<file path="src/rtl/seg_scan_pkg.sv">
// Shared types and default parameters for the seg_scan display scanner.
package seg_scan_pkg;

   typedef enum logic {
      ST_BLANK = 1'b0,
      ST_SHOW  = 1'b1
   } slot_st_e;

   localparam int DEF_N_DIGITS  = 4;
   localparam int DEF_SCAN_DIV  = 50000;
   localparam int DEF_BLANK_CYC = 500;

endpackage

</file>
<file path="src/rtl/seg_scan_slot_timer.sv">
// Per-digit slot timer: counts 0..SCAN_DIV-1, flags the last blank cycle and
// the last cycle of the slot.
module seg_scan_slot_timer
   import seg_scan_pkg::*;
#(
   parameter int SCAN_DIV  = DEF_SCAN_DIV,
   parameter int BLANK_CYC = DEF_BLANK_CYC
) (
   input  logic i_clk,
   input  logic i_rst,
   output logic o_slot_end,
   output logic o_blank_end
);

   localparam int CW = $clog2(SCAN_DIV);
   localparam logic [CW-1:0] CNT_LAST   = CW'(SCAN_DIV - 1);
   localparam logic [CW-1:0] BLANK_LAST = CW'(BLANK_CYC - 1);

   logic [CW-1:0] r_cnt;

   // Slot counter, wraps at the end of each digit slot.
   always_ff @(posedge i_clk or posedge i_rst) begin
      if (i_rst) begin
         r_cnt <= '0;
      end else if (r_cnt == CNT_LAST) begin
         r_cnt <= '0;
      end else begin
         r_cnt <= r_cnt + CW'(1);
      end
   end

   assign o_slot_end  = (r_cnt == CNT_LAST);
   assign o_blank_end = (r_cnt == BLANK_LAST);

endmodule

</file>
<file path="src/rtl/seg_scan.sv">
// Time-multiplexed scan driver for a common-anode N-digit 7-segment display.
//
//  state    | meaning
//  ---------+-----------------------------------------------------------
//  ST_BLANK | first BLANK_CYC cycles of a slot: all digits off, nibble preset
//  ST_SHOW  | rest of the slot: current digit enabled (unless lz-suppressed)
//
// Outputs are registered from the current state, so they trail the slot
// counter by one cycle. New frame data is swapped in only at the frame wrap.
module seg_scan
   import seg_scan_pkg::*;
#(
   parameter int N_DIGITS  = DEF_N_DIGITS,
   parameter int SCAN_DIV  = DEF_SCAN_DIV,
   parameter int BLANK_CYC = DEF_BLANK_CYC
) (
   input  logic                  i_clk,
   input  logic                  i_rst,
   input  logic [4*N_DIGITS-1:0] i_value,
   input  logic [N_DIGITS-1:0]   i_dp,
   input  logic                  i_load,
   input  logic                  i_lz_en,
   output logic [3:0]            o_nibble,
   output logic [N_DIGITS-1:0]   o_dig_sel_n,
   output logic                  o_dp_n,
   output logic                  o_frame
);

   localparam int IW = $clog2(N_DIGITS);
   localparam logic [IW-1:0] IDX_LAST = IW'(N_DIGITS - 1);

   slot_st_e              r_state;
   slot_st_e              w_state_nxt;
   logic [IW-1:0]         r_idx;
   logic [4*N_DIGITS-1:0] r_disp_val;
   logic [N_DIGITS-1:0]   r_disp_dp;
   logic [4*N_DIGITS-1:0] r_pend_val;
   logic [N_DIGITS-1:0]   r_pend_dp;
   logic                  r_pend_vld;
   logic                  w_slot_end;
   logic                  w_blank_end;
   logic                  w_frame;
   logic                  w_suppress;
   logic [3:0]            w_nibble;
   logic [N_DIGITS-1:0]   w_sel_n;
   logic                  w_dp_n;

   seg_scan_slot_timer #(
      .SCAN_DIV  (SCAN_DIV),
      .BLANK_CYC (BLANK_CYC)
   ) u_timer (
      .i_clk       (i_clk),
      .i_rst       (i_rst),
      .o_slot_end  (w_slot_end),
      .o_blank_end (w_blank_end)
   );

   assign w_frame = w_slot_end && (r_idx == IDX_LAST);
   assign o_frame = w_frame;

   // State register.
   always_ff @(posedge i_clk or posedge i_rst) begin
      if (i_rst) r_state <= ST_BLANK;
      else       r_state <= w_state_nxt;
   end

   // Next state: slot end always returns to BLANK, last blank cycle enters SHOW.
   always_comb begin
      w_state_nxt = r_state;
      if (w_slot_end)       w_state_nxt = ST_BLANK;
      else if (w_blank_end) w_state_nxt = ST_SHOW;
   end

   // Digit index advances once per slot and wraps after the last digit.
   always_ff @(posedge i_clk or posedge i_rst) begin
      if (i_rst) begin
         r_idx <= '0;
      end else if (w_slot_end) begin
         if (r_idx == IDX_LAST) r_idx <= '0;
         else                   r_idx <= r_idx + IW'(1);
      end
   end

   // Pending/display buffers; a load coinciding with the wrap bypasses pending.
   always_ff @(posedge i_clk or posedge i_rst) begin
      if (i_rst) begin
         r_disp_val <= '0;
         r_disp_dp  <= '0;
         r_pend_val <= '0;
         r_pend_dp  <= '0;
         r_pend_vld <= 1'b0;
      end else if (w_frame && i_load) begin
         r_disp_val <= i_value;
         r_disp_dp  <= i_dp;
         r_pend_vld <= 1'b0;
      end else if (w_frame && r_pend_vld) begin
         r_disp_val <= r_pend_val;
         r_disp_dp  <= r_pend_dp;
         r_pend_vld <= 1'b0;
      end else if (i_load) begin
         r_pend_val <= i_value;
         r_pend_dp  <= i_dp;
         r_pend_vld <= 1'b1;
      end
   end

   // Leading-zero suppression: current digit and all digits above it are zero.
   always_comb begin
      logic w_rest_zero;
      w_rest_zero = 1'b1;
      w_suppress  = 1'b0;
      for (int k = N_DIGITS - 1; k >= 1; k--) begin
         w_rest_zero = w_rest_zero && (r_disp_val[4*k +: 4] == 4'h0);
         if (r_idx == IW'(k)) w_suppress = w_rest_zero;
      end
      w_suppress = w_suppress && i_lz_en;
   end

   // Output decode; a suppressed digit also keeps its decimal point dark.
   always_comb begin
      w_nibble = 4'h0;
      w_sel_n  = '1;
      w_dp_n   = 1'b1;
      for (int k = 0; k < N_DIGITS; k++) begin
         if (r_idx == IW'(k)) begin
            w_nibble = r_disp_val[4*k +: 4];
            if (r_state == ST_SHOW && !w_suppress) begin
               w_sel_n[k] = 1'b0;
               w_dp_n     = ~r_disp_dp[k];
            end
         end
      end
   end

   // Output registers.
   always_ff @(posedge i_clk or posedge i_rst) begin
      if (i_rst) begin
         o_nibble    <= 4'h0;
         o_dig_sel_n <= '1;
         o_dp_n      <= 1'b1;
      end else begin
         o_nibble    <= w_nibble;
         o_dig_sel_n <= w_sel_n;
         o_dp_n      <= w_dp_n;
      end
   end

endmodule
</file>
<file path="config.mk">
export PLATFORM = sky130hd
export DESIGN_NAME = seg_scan
export DESIGN_NICKNAME = d
export VERILOG_FILES = /design/src/rtl/seg_scan_pkg.sv /design/src/rtl/seg_scan_slot_timer.sv /design/src/rtl/seg_scan.sv
export SDC_FILE = /design/constraint.sdc
export NUM_CORES = 1
export LEC_CHECK = 0
export BUFFER_PORTS_ARGS = -buffer_cell sky130_fd_sc_hd__buf_2
export CAP_MARGIN = 20
export CORE_UTILIZATION = 30
export CTS_CLUSTER_DIAMETER = 60
export CTS_CLUSTER_SIZE = 16
export DETAILED_ROUTE_END_ITERATION = 10
export GPL_TIMING_DRIVEN = 0
export PLACE_DENSITY = 0.57
export SYNTH_ARGS = -nofsm -noshare
export SYNTH_HDL_FRONTEND = slang
export SYNTH_SLANG_ARGS = --single-unit
</file>
<file path="constraint.sdc">
create_clock -name i_clk -period 3 [get_ports i_clk]
set_clock_uncertainty 0.1 [all_clocks]
set_input_delay 0.15 -clock i_clk [delete_from_list [all_inputs] [get_ports i_clk]]
set_output_delay 0.15 -clock i_clk [all_outputs]
set_load 0.005 [all_outputs]
</file>
### Word level (Yosys, flattened, before mapping)

Cells that the tools add are included.

* output and inout port bits: 10
* bits of input ports: 24
* flip-flop bits (word level): 69
* logic and storage cells: 71

* $add $sub $neg: 2
* reductions and logical operators: 16
* bitwise logic cells: 6
* mux-type cells: 31
* equal/unequal tests: 5

Operators by type and width (count)
* $mux 16: 3
* $mux 4: 6
* $mux 1: 21
* $add 16x1->16 const B: 1
* $eq 16x16->1 const B: 1
* $eq 16x9->1 const B: 1
* $logic_not 4->1: 3
* $logic_and 1x1->1: 7
* $not 1->1: 6
* $eq 2x2->1 const B: 2
* $reduce_bool 2->1: 2
* $reduce_and 3->1: 1
* $reduce_bool 3->1: 1
* $add 2x1->2 const B: 1
* $eq 2x1->1 const B: 1
* $logic_not 2->1: 1
* $mux 2: 1
* $logic_not 1->1: 1

### Depth between registers and ports, before layout

Gate-level depths: netlist of run 1.

* word-level depth: 15
* depth in mapped cells: 7
* depth with buffers taken out: 6

### Modules after synthesis

Synthesis of run 1 repeated with hierarchy kept, for this count alone.

* cells, all modules: 294
* area total of the unflattened synthesis: 3213.1 um2

Modules (own cells, without submodules)
* seg_scan: area an instance 2433.6 um2, seq. area each 1332.5 um2, cells each 220, instances 1
* seg_scan_slot_timer: area an instance 779.5 um2, seq. area each 400.4 um2, cells each 74, instances 1

### Least setup slack after synthesis of run 1

OpenSTA, ideal clock, no wires.

* path kind: register to register
* from: register u_timer.r_cnt[11]
* to: register r_pend_dp[0]
* cell stages (with the launch flop): 7
* data arrival time: 2.179 ns
* period minus slack after synthesis: 2.406 ns
* library setup time: 0.127 ns
* slack: 0.594 ns
* path buffers: 2
* required time: 2.773 ns
* cell sequence: dfrtp_1 > or4_1 > or4_1 > buf_6 > nand2_4 > buf_6 > mux2_1

* word-level cells in the longest chain between the ends: 5
* elaborated cells between the ends (all ways): 7
* classes of those cells: eq/ne (1); bitwise (2); reduce/logical (4)

Ends and longest elaborated chain
* start: declaration: line seg_scan_slot_timer.sv:19 `logic [CW-1:0] r_cnt;`
* start signal: assignment: line seg_scan_slot_timer.sv:28 `r_cnt <= r_cnt + CW'(1);`
* $eq 16x16->1 (*): line seg_scan_slot_timer.sv:32 `assign o_slot_end = (r_cnt == CNT_LAST);`
* $logic_and 1x1->1 (*): line seg_scan.sv:58 `assign w_frame = w_slot_end && (r_idx == IDX_LAST);`
* $logic_and 1x1->1, on equally long branches: line seg_scan.sv:96, seg_scan.sv:92
* $not 1->1 (no source line)
* $reduce_and 3->1 (no source line) (*)
* end signal: assignment: line seg_scan.sv:102 `r_pend_dp <= i_dp;`
* end: declaration: line seg_scan.sv:38 `logic [N_DIGITS-1:0] r_pend_dp;`

Every way passes the cells marked *; elsewhere a longest branch is shown, timed or not.
A chain may end at the register's enable or synchronous reset.

### Worst setup path in the final report of run 1

* from: register u_timer.r_cnt[10]
* to: output port o_frame

* word-level cells in the longest chain between the ends: 2

Ends and longest elaborated chain
* $eq 16x16->1: line seg_scan_slot_timer.sv:32
* $logic_and 1x1->1: line seg_scan.sv:58
* end: declaration: line seg_scan.sv:26 `output logic o_frame`

No other way between the ends.

==> results.ini, run 1 <==
[floorplanning]
fp-row-count=37
io_pins=34
coreArea_mm2=0.0103
dieArea_mm2=0.0110
initial_core_util_pct=30.8
fp.dieW_um=105
die_h_um=105

[sta]
tightestPinTransition_ns=0.851
finalSetupTns_ns=0
timing.final.setup_violations=0
fin_hold_ws_ns=0.157
finalCritPeriodShare_pct=89.6
slew_viol_final=0
fin_crit_ns=2.69
finalHoldViolations=0
rsz0062_at_grt=false
slew_headroom_pct=43.3
fmax_mhz=372

[placed_design]
gp_congestion=0.758
placed_cell_area_mm2=0.00351
io_buffers=32
hpwl_mm=4.58

[clock_tree]
cts_setup_buffers=0
numCtsBuffers=9
cts_max_path_buffers=2
clockRootBuffer=clkbuf_8
cts-htree-levels=3
clkLatencyLatePin_ns=0.34
cts.sinks=69
clkTransAtPathRegs_ns=0.08
cts_tree=built

[pwr]
power_density_mw_per_mm2=526
switching_share_pct=21.5
seqPwrFrac_pct=47.5
p_int_uw=1640
power_frac_comb_pct=6.7
clkPwrFrac_pct=45.8
p_leak_uw=0.00164
ir_drop_v=0.000225
p_sw_uw=451

[layout]
fin_area_mm2=0.00398
antennaDiodeCount=0
nets=359
area_growth_pct=25.2
drive_gt1_share_pct=22.7

[synthesis]
synth_top_area_cell=dfrtp_1
synth_nets=295
async_reset_ff_share_pct=100
synth_common_cells=64 x dfrtp_1, 21 x nand2_1, 20 x mux2_1, 16 x o22ai_1, 14 x nor2_1
yosysMostFrequentCell=dfrtp_1
synth_seq_cells=69
syn_avg_cell_area_um2=12.0
synth_ff_type=dfrtp_1
synth_cells=266
synth.area.top_cells=dfrtp_1 50%, mux2_1 7.1%, a2bb2oi_2 4.7%
synth_top_area_share_pct=50.3
yosysWarningCount=0
synth_cell_type_count=45
seq_area_frac_synth_pct=54.5
synth-edff-count=0
netlist_area_mm2=0.00318

[setup_path]
cp_slowest_stage_delay_ns=0.61
cpLargestDelayFamily=simple AND/OR/NAND/NOR gates
start_kind=flop
critPathMaxFanout=10
cp_common_cell=or4_1
cp-end-kind=output port
slowest_stage=or4_1
path_buf_inv=3
worstPathCellList=or4_1 -> or4_1 -> buf_6 -> inv_2 -> buf_2
critPathKind=flop to output port
cp.arrival_ns=2.44
cp_data_required_time_ns=2.75
rrSetupSlack_ns=0.39

[flow_run]
maxCapViolations=0

[detailed_routing]
wl_per_cell_um=14.2
ant_nets=0
routed_wl_mm=6.69
drt_first_pass_iters=4
drc=0
vias=2303
initialDrtViolationCount=61
avgViaCountPerCell=4.89

[grt]
grtUsageTotal_pct=13.5
grt_first_pass_wirelength_mm=11.6
grt.overflow.total=0
grt_pass1_vias=2369
antenna_found_initial=0
grt_max_degree=70

[status]
status=completed

[min_path]
hold_path_class=input port to flop

-- timing repair --
action,4_1_cts,5_1_grt
hold buffers,21,0
setup endpoints to repair,0,0
endpoints found under the hold margin,91,0
resized for setup,0,0
-- final timing paths --
check / to / from / cells past startpoint
max: o_frame / u_timer.r_cnt[10] / 5
min: r_disp_dp[1] / i_load / 3
max reg2reg: r_pend_val[4] / u_timer.r_cnt[10] / 6
min reg2reg: u_timer.r_cnt[0] / u_timer.r_cnt[0] / 1
max in group asynchronous: r_disp_val[10] / i_rst / 3
min in group asynchronous: u_timer.r_cnt[7] / i_rst / 3
-- sequential cells by signal, indices dropped and copies added (netlist names) --
register,flops
r_disp_val,16
r_pend_val,16
u_timer.r_cnt,16
o_dig_sel_n,4
o_nibble,4
r_disp_dp,4
r_pend_dp,4
r_idx,2
o_dp_n,1
r_pend_vld,1
r_state,1
-- per-stage QoR --
stage / cells / setup WS [ns] / util (%) / power, µW
3_3_place_gp: 434 / 0.156 / 34.0 / 1130
6_report: 471 / 0.312 / 38.6 / 2090
3_5_place_dp: 434 / 0.398 / 34.0 / 1140
5_1_grt: 471 / 0.212 / 38.6 / 2190
4_1_cts: 471 / 0.290 / 38.6 / 2120
2_1_floorplan: 266 / 0.594 / - / 1090
-- layout by cell type, fill, tap and decap left out, drive strengths merged, types with 7 or more instances in the layout --
cell,n
nor2,15
nand3,12
inv,7
buf,38
o22ai,16
dfrtp,64
mux2,21
nor2b,7
a2bb2oi,16
clkbuf,18
xnor2,8
nand2,22
dlygate4sd3,21
-- kinds of logic (layout without fill, tap and decap cells) --
logic type               after synthesis  count (layout)  share of synthesized area (%)
AND/OR/NAND/NOR                       83              83                           14.2
flip-flops                            69              69                           54.5
AO/OA/AOI/OAI                         54              54                           14.5
multiplexers                          22              22                           7.75
buffers and inverters                 21              90                           3.85
XOR/XNOR                              12              12                           3.30
adder cells (fa/ha/maj)                5               5                           1.97
-- power by group through the flow --
stage | Clock [µW] | Sequential (µW) | Combinational (µW)
finish | 959 | 995 | 140
global placement | 0 | 1010 | 120
floorplan | 0 | 1010 | 82.2
CTS | 985 | 994 | 144
global route | 1030 | 999 | 158
detailed placement | 0 | 1010 | 123
-- metal layers --
layer | GRT usage [%] | wire (µm) | up-vias
met4 | 3.62 | 65 | 0
met1 | 18.3 | 3320 | 1143
met2 | 20.4 | 3030 | 36
met5 | 0 | 0 | -
li1 | - | - | 1116
met3 | 4.68 | 278 | 8
-- worst reg2reg max path: cells and delay by family (launching register included) --
kind	cells	cell delay, ns
mux	1	0.34
buf+inv	2	0.34
flops	1	0.42
simple gates	3	1.29
-- final cells by class --
class	count	area (µm²)
plain buffers	13	92.6
multi-input cells	176	1330
flip-flops and latches	69	1730
repair buffers	53	370
well taps	136	170
clock inverters	5	106
fillers	1010	6340
inverters	8	32.5
clock buffers	11	151
Note: power is estimated with default switching activity, not from simulation.
==> run 2: changes to the inputs <==
--- a/config.mk
+++ b/config.mk
@@ -15,4 +15,5 @@
 export PLACE_DENSITY = 0.57
 export SYNTH_ARGS = -nofsm -noshare
 export SYNTH_HDL_FRONTEND = slang
+export SYNTH_HIERARCHICAL = 1
 export SYNTH_SLANG_ARGS = --single-unit
==> results.ini, run 2 <==
[detailed_routing]
avgViaCountPerCell=4.81
initialDrtViolationCount=98
drt_first_pass_iters=4
vias=2421
ant_nets=0
wl_per_cell_um=14.0
routed_wl_mm=7.02
drc=0

[setup_path]
cp.arrival_ns=2.57
cp_common_cell=buf_2
cp-end-kind=output port
critPathKind=flop to output port
worstPathCellList=or4_1 -> nor4_4 -> nand2_2 -> inv_2 -> buf_2 -> buf_2
cp_data_required_time_ns=2.75
cp_slowest_stage_delay_ns=0.62
slowest_stage=or4_1
critPathMaxFanout=10
start_kind=flop
rrSetupSlack_ns=0.41

[synthesis]
synth_seq_cells=69
netlist_area_mm2=0.00321
yosysWarningCount=6
synth.area.top_cells=dfrtp_1 50%, mux2_4 9.3%, o21ai_0 5.1%
synth_cell_type_count=35
yosysMostFrequentCell=dfrtp_1
seq_area_frac_synth_pct=53.9
synth_top_area_cell=dfrtp_1
synth_nets=323
synth-edff-count=0
synth_cells=294
synth_common_cells=64 x dfrtp_1, 33 x o21ai_0, 31 x nand2_1, 20 x mux2_4, 19 x nor2_1
synth_top_area_share_pct=49.8
synth_ff_type=dfrtp_1
async_reset_ff_share_pct=100
syn_avg_cell_area_um2=10.9

[sta]
finalSetupTns_ns=0
fin_hold_ws_ns=0.100
tightestPinTransition_ns=0.610
slew_headroom_pct=59.3
rsz0062_at_grt=false
fmax_mhz=355
finalCritPeriodShare_pct=94.0
finalHoldViolations=0
fin_crit_ns=2.82
slew_viol_final=0
timing.final.setup_violations=0

[pwr]
finalPower_uw=1940
p_leak_uw=0.00177
power_density_mw_per_mm2=484
ir_drop_v=0.000229

[clock_tree]
clockRootBuffer=clkbuf_8
post_cts_resized=0
cts_tree=built
cts.sinks=69
cts-htree-levels=3
clkLatencyLatePin_ns=0.34
cts_max_path_buffers=2
numCtsBuffers=9
clkTransAtPathRegs_ns=0.07

[grt]
grtUsageTotal_pct=14.0
grt_max_degree=45
grt_pass1_vias=2508
grt_first_pass_wirelength_mm=12.2
antenna_found_initial=0
grt.overflow.total=0

[floorplanning]
coreArea_mm2=0.0104
die_h_um=105
fp-row-count=37
dieArea_mm2=0.0111
fp.dieW_um=105
io_pins=34
initial_core_util_pct=31.0

[layout]
final_common_cell=dfrtp_1
final_cell_mix=64 x dfrtp_1, 38 x buf_2, 33 x o21ai_0, 31 x nand2_1, 22 x dlygate4sd3_1
largest_registers=r_disp_val (16), r_pend_val (16), u_timer/r_cnt (16)
stdcell_count=503
drive_gt1_share_pct=24.3
nets=391
area_growth_pct=24.7
antennaDiodeCount=0
fillers=1048
fin_area_mm2=0.00401

[min_path]
hold_path_class=input port to flop

[placed_design]
placed_cell_area_mm2=0.00357
placed_cells=464
hpwl_mm=4.99
gp_congestion=0.807
io_buffers=33

[status]
status=completed

[flow_run]
maxCapViolations=0

## run 2: kinds of logic (layout without fill, tap and decap cells)
group	count (synthesis)	count (layout)	synth area share, %
and+or+nand+nor	91	91	14.2
DFF	69	69	53.9
buffers and inverters	20	93	3.00
xor gates and xnor gates	14	14	3.82
AOI/OAI and AO/OA	75	75	13.7
adders and majority gates	5	5	1.95
muxes	20	20	9.35
## run 2: metal layers
metal | up-vias | GRT usage (%) | wire (µm)
li1 | 1191 | - | -
met1 | 1156 | 19.6 | 3500
met2 | 64 | 19.9 | 3030
met3 | 10 | 3.46 | 345
met4 | 0 | 7.14 | 140
met5 | - | 0 | 0
## run 2: critical path: cells and delay by family (launching register included)
family                 cells  cell delay [ns]
and+or+nand+nor            3             1.26
buffers and inverters      3             0.55
DFF                        1             0.41
## run 2: layout make-up
cell class	instances	area [µm²]	area share, %
Sequential cell	69	1730	43.3
Timing Repair Buffer	57	413	10.3
Clock inverter	5	58.8	1.47
Multi-Input combinational cell	205	1380	34.5
Clock buffer	11	151	3.78
Buffer	12	66.3	1.66
Tap cell	136	170	4.25
Inverter	8	30.0	0.750
## run 2: power breakdown
part	total, µW	leakage [µW]	switching, µW	internal (µW)
clock	776	0.000102	347	429
sequential	1000	0.000851	27.8	972
combinational	165	0.000816	69.8	95.4
total	1940	0.00177	445	1500
## run 2: final timing paths
| kind | from | to | cells past startpoint |
|---|---|---|---|
| setup reg to reg | u_timer/r_cnt[12] | r_pend_dp[1] | 7 |
| min in group asynchronous | i_rst | r_pend_val[3] | 3 |
| hold reg to reg | r_disp_val[3] | r_disp_val[3] | 2 |
| max in group asynchronous | i_rst | u_timer/r_cnt[4] | 3 |
| hold / removal | i_load | r_disp_val[13] | 3 |
| setup / recovery | u_timer/r_cnt[12] | o_frame | 6 |
## run 2: what timing repair did
| item | 4_1_cts | 5_1_grt |
|---|---|---|
| buffers inserted | 1 | 0 |
| endpoints found under the hold margin | 93 | 0 |
| hold buffers | 22 | 0 |
| setup endpoints to repair | 11 | 0 |
## run 2: per-stage QoR
step	util (%)	setup WS (ns)
after global placement	34.2	0.0390
after global routing	38.6	0.0484
after CTS	38.6	0.183
after detailed placement	34.4	0.000616
final	38.6	0.179
after floorplan	-	0.441
==> run 3: changes to the inputs <==
--- a/config.mk
+++ b/config.mk
@@ -12,7 +12,7 @@
 export CTS_CLUSTER_SIZE = 16
 export DETAILED_ROUTE_END_ITERATION = 10
 export GPL_TIMING_DRIVEN = 0
-export PLACE_DENSITY = 0.57
+export PLACE_DENSITY = 0.45
 export SYNTH_ARGS = -nofsm -noshare
 export SYNTH_HDL_FRONTEND = slang
 export SYNTH_HIERARCHICAL = 1
==> results.ini, run 3 (same netlist as run 2, synthesis figures left out) <==
[status]
status=completed

[clock_tree]
clkLatencyLatePin_ns=0.34
numCtsBuffers=9
cts_max_path_buffers=2
clkTransAtPathRegs_ns=0.08
cts.sinks=69
clockRootBuffer=clkbuf_8
cts-htree-levels=3
cts_tree=built

[detailed_routing]
ant_nets=0
vias=2434
wl_per_cell_um=14.8
drt_first_pass_iters=4
drc=0
initialDrtViolationCount=127
avgViaCountPerCell=4.84
routed_wl_mm=7.44

[pwr]
switching_share_pct=22.7
power_frac_comb_pct=8.2
p_int_uw=1560
seqPwrFrac_pct=49.6
ir_drop_v=0.000233
p_sw_uw=458
power_density_mw_per_mm2=501
clkPwrFrac_pct=42.1
p_leak_uw=0.00178

[layout]
drive_gt1_share_pct=24.3
final_common_cell=dfrtp_1
area_growth_pct=25.1
nets=391
largest_registers=r_disp_val (16), r_pend_val (16), u_timer/r_cnt (16)
final_cell_mix=64 x dfrtp_1, 38 x buf_2, 33 x o21ai_0, 31 x nand2_1, 22 x dlygate4sd3_1
antennaDiodeCount=0
fin_area_mm2=0.00402

[floorplanning]
dieArea_mm2=0.0111
initial_core_util_pct=31.0
fp-row-count=37
coreArea_mm2=0.0104
fp.dieW_um=105
die_h_um=105
io_pins=34

[grt]
antenna_found_initial=0
grt_pass1_vias=2509
grt_first_pass_wirelength_mm=13.0
grtUsageTotal_pct=15.1
grt_max_degree=38
grt.overflow.total=0

[sta]
fin_crit_ns=2.78
tightestPinTransition_ns=0.618
finalSetupTns_ns=0
fmax_mhz=360
rsz0062_at_grt=false
slew_viol_final=0
finalCritPeriodShare_pct=92.6
slew_headroom_pct=58.8
timing.final.setup_violations=0
finalHoldViolations=0

[flow_run]
maxCapViolations=0

[placed_design]
io_buffers=33
hpwl_mm=5.23
placed_cell_area_mm2=0.00357
gp_congestion=0.792

[setup_path]
critPathMaxFanout=10
cp-end-kind=output port
critPathKind=flop to output port
cp.arrival_ns=2.53
cp_data_required_time_ns=2.75
start_kind=flop

[min_path]
hold_path_class=input port to flop

-- run 3: changes by cell type in the layout (fill, tap and decap cells not counted) --
| cell | before | now |
|---|---|---|
| bufinv_16 | 1 | 2 |
| clkbuf_8 | 11 | 10 |
| clkinv_2 | 1 | 2 |
| clkinvlp_4 | 2 | 1 |
-- run 3: path summary, 6_finish.rpt --
check                                      end              start  slack [ns]  cells after the start
worst max register to register  r_pend_val[13]  u_timer/r_cnt[12]        0.45                      7
min in group asynchronous             r_idx[1]              i_rst        0.26                      3
worst min-delay path            r_disp_val[12]             i_load        0.10                      3
max in group asynchronous       r_pend_val[11]              i_rst        2.02                      4
worst max-delay path                   o_frame  u_timer/r_cnt[12]        0.22                      6
worst min register to register   r_disp_val[0]      r_disp_val[0]        0.39                      2
-- run 3: critical path, stage by stage (launching register included) --
cell and delay (ns):
dfrtp_1 0.42, or4_1 0.62, nor4_4 0.38, nand2_2 0.20, inv_2 0.15, buf_2 0.25, buf_2 0.15
-- run 3: power by group through the flow --
stage	registers, µW	clock network [µW]	logic, µW
2_1_floorplan	1010	0	99.2
3_3_place_gp	1020	0	142
3_5_place_dp	1020	0	146
4_1_cts	999	883	168
5_1_grt	1010	932	186
6_report	1000	849	166
-- run 3: timing repair --
action | in CTS | in global routing
buffers inserted | 1 | 0
endpoints found under the setup margin | 10 | 0
hold buffers | 22 | 0
endpoints found under the hold margin | 58 | 0
resized for setup | 0 | 0
-- run 3: per-layer routing --
layer | vias up | routed length [µm] | GRT usage (%)
met5 | - | 0 | 0
met4 | 0 | 127 | 5.46
met3 | 12 | 278 | 4.76
met2 | 59 | 3330 | 22.1
met1 | 1169 | 3710 | 20.8
li1 | 1194 | - | -
-- run 3: stage by stage --
step	hold slack [ns]	total power (µW)	instances	setup WS, ns	util (%)
5_1_grt	0.103	2120	503	0.105	38.8
3_3_place_gp	0.162	1160	463	-0.0360	34.2
3_5_place_dp	0.0716	1160	464	0.0132	34.4
4_1_cts	0.0787	2050	503	0.192	38.8
6_report	0.103	2010	503	0.223	38.8
2_1_floorplan	-0.0363	1110	294	0.441	-
-- run 3: layout make-up --
type | instances | area, µm²
plain buffers | 12 | 66.3
clock buffers | 10 | 138
clock inverters | 6 | 86.3
fillers | 1064 | 6350
inverters | 8 | 30.0
multi-input cells | 205 | 1380
flip-flops and latches | 69 | 1730
well taps | 136 | 170
repair buffers | 57 | 413
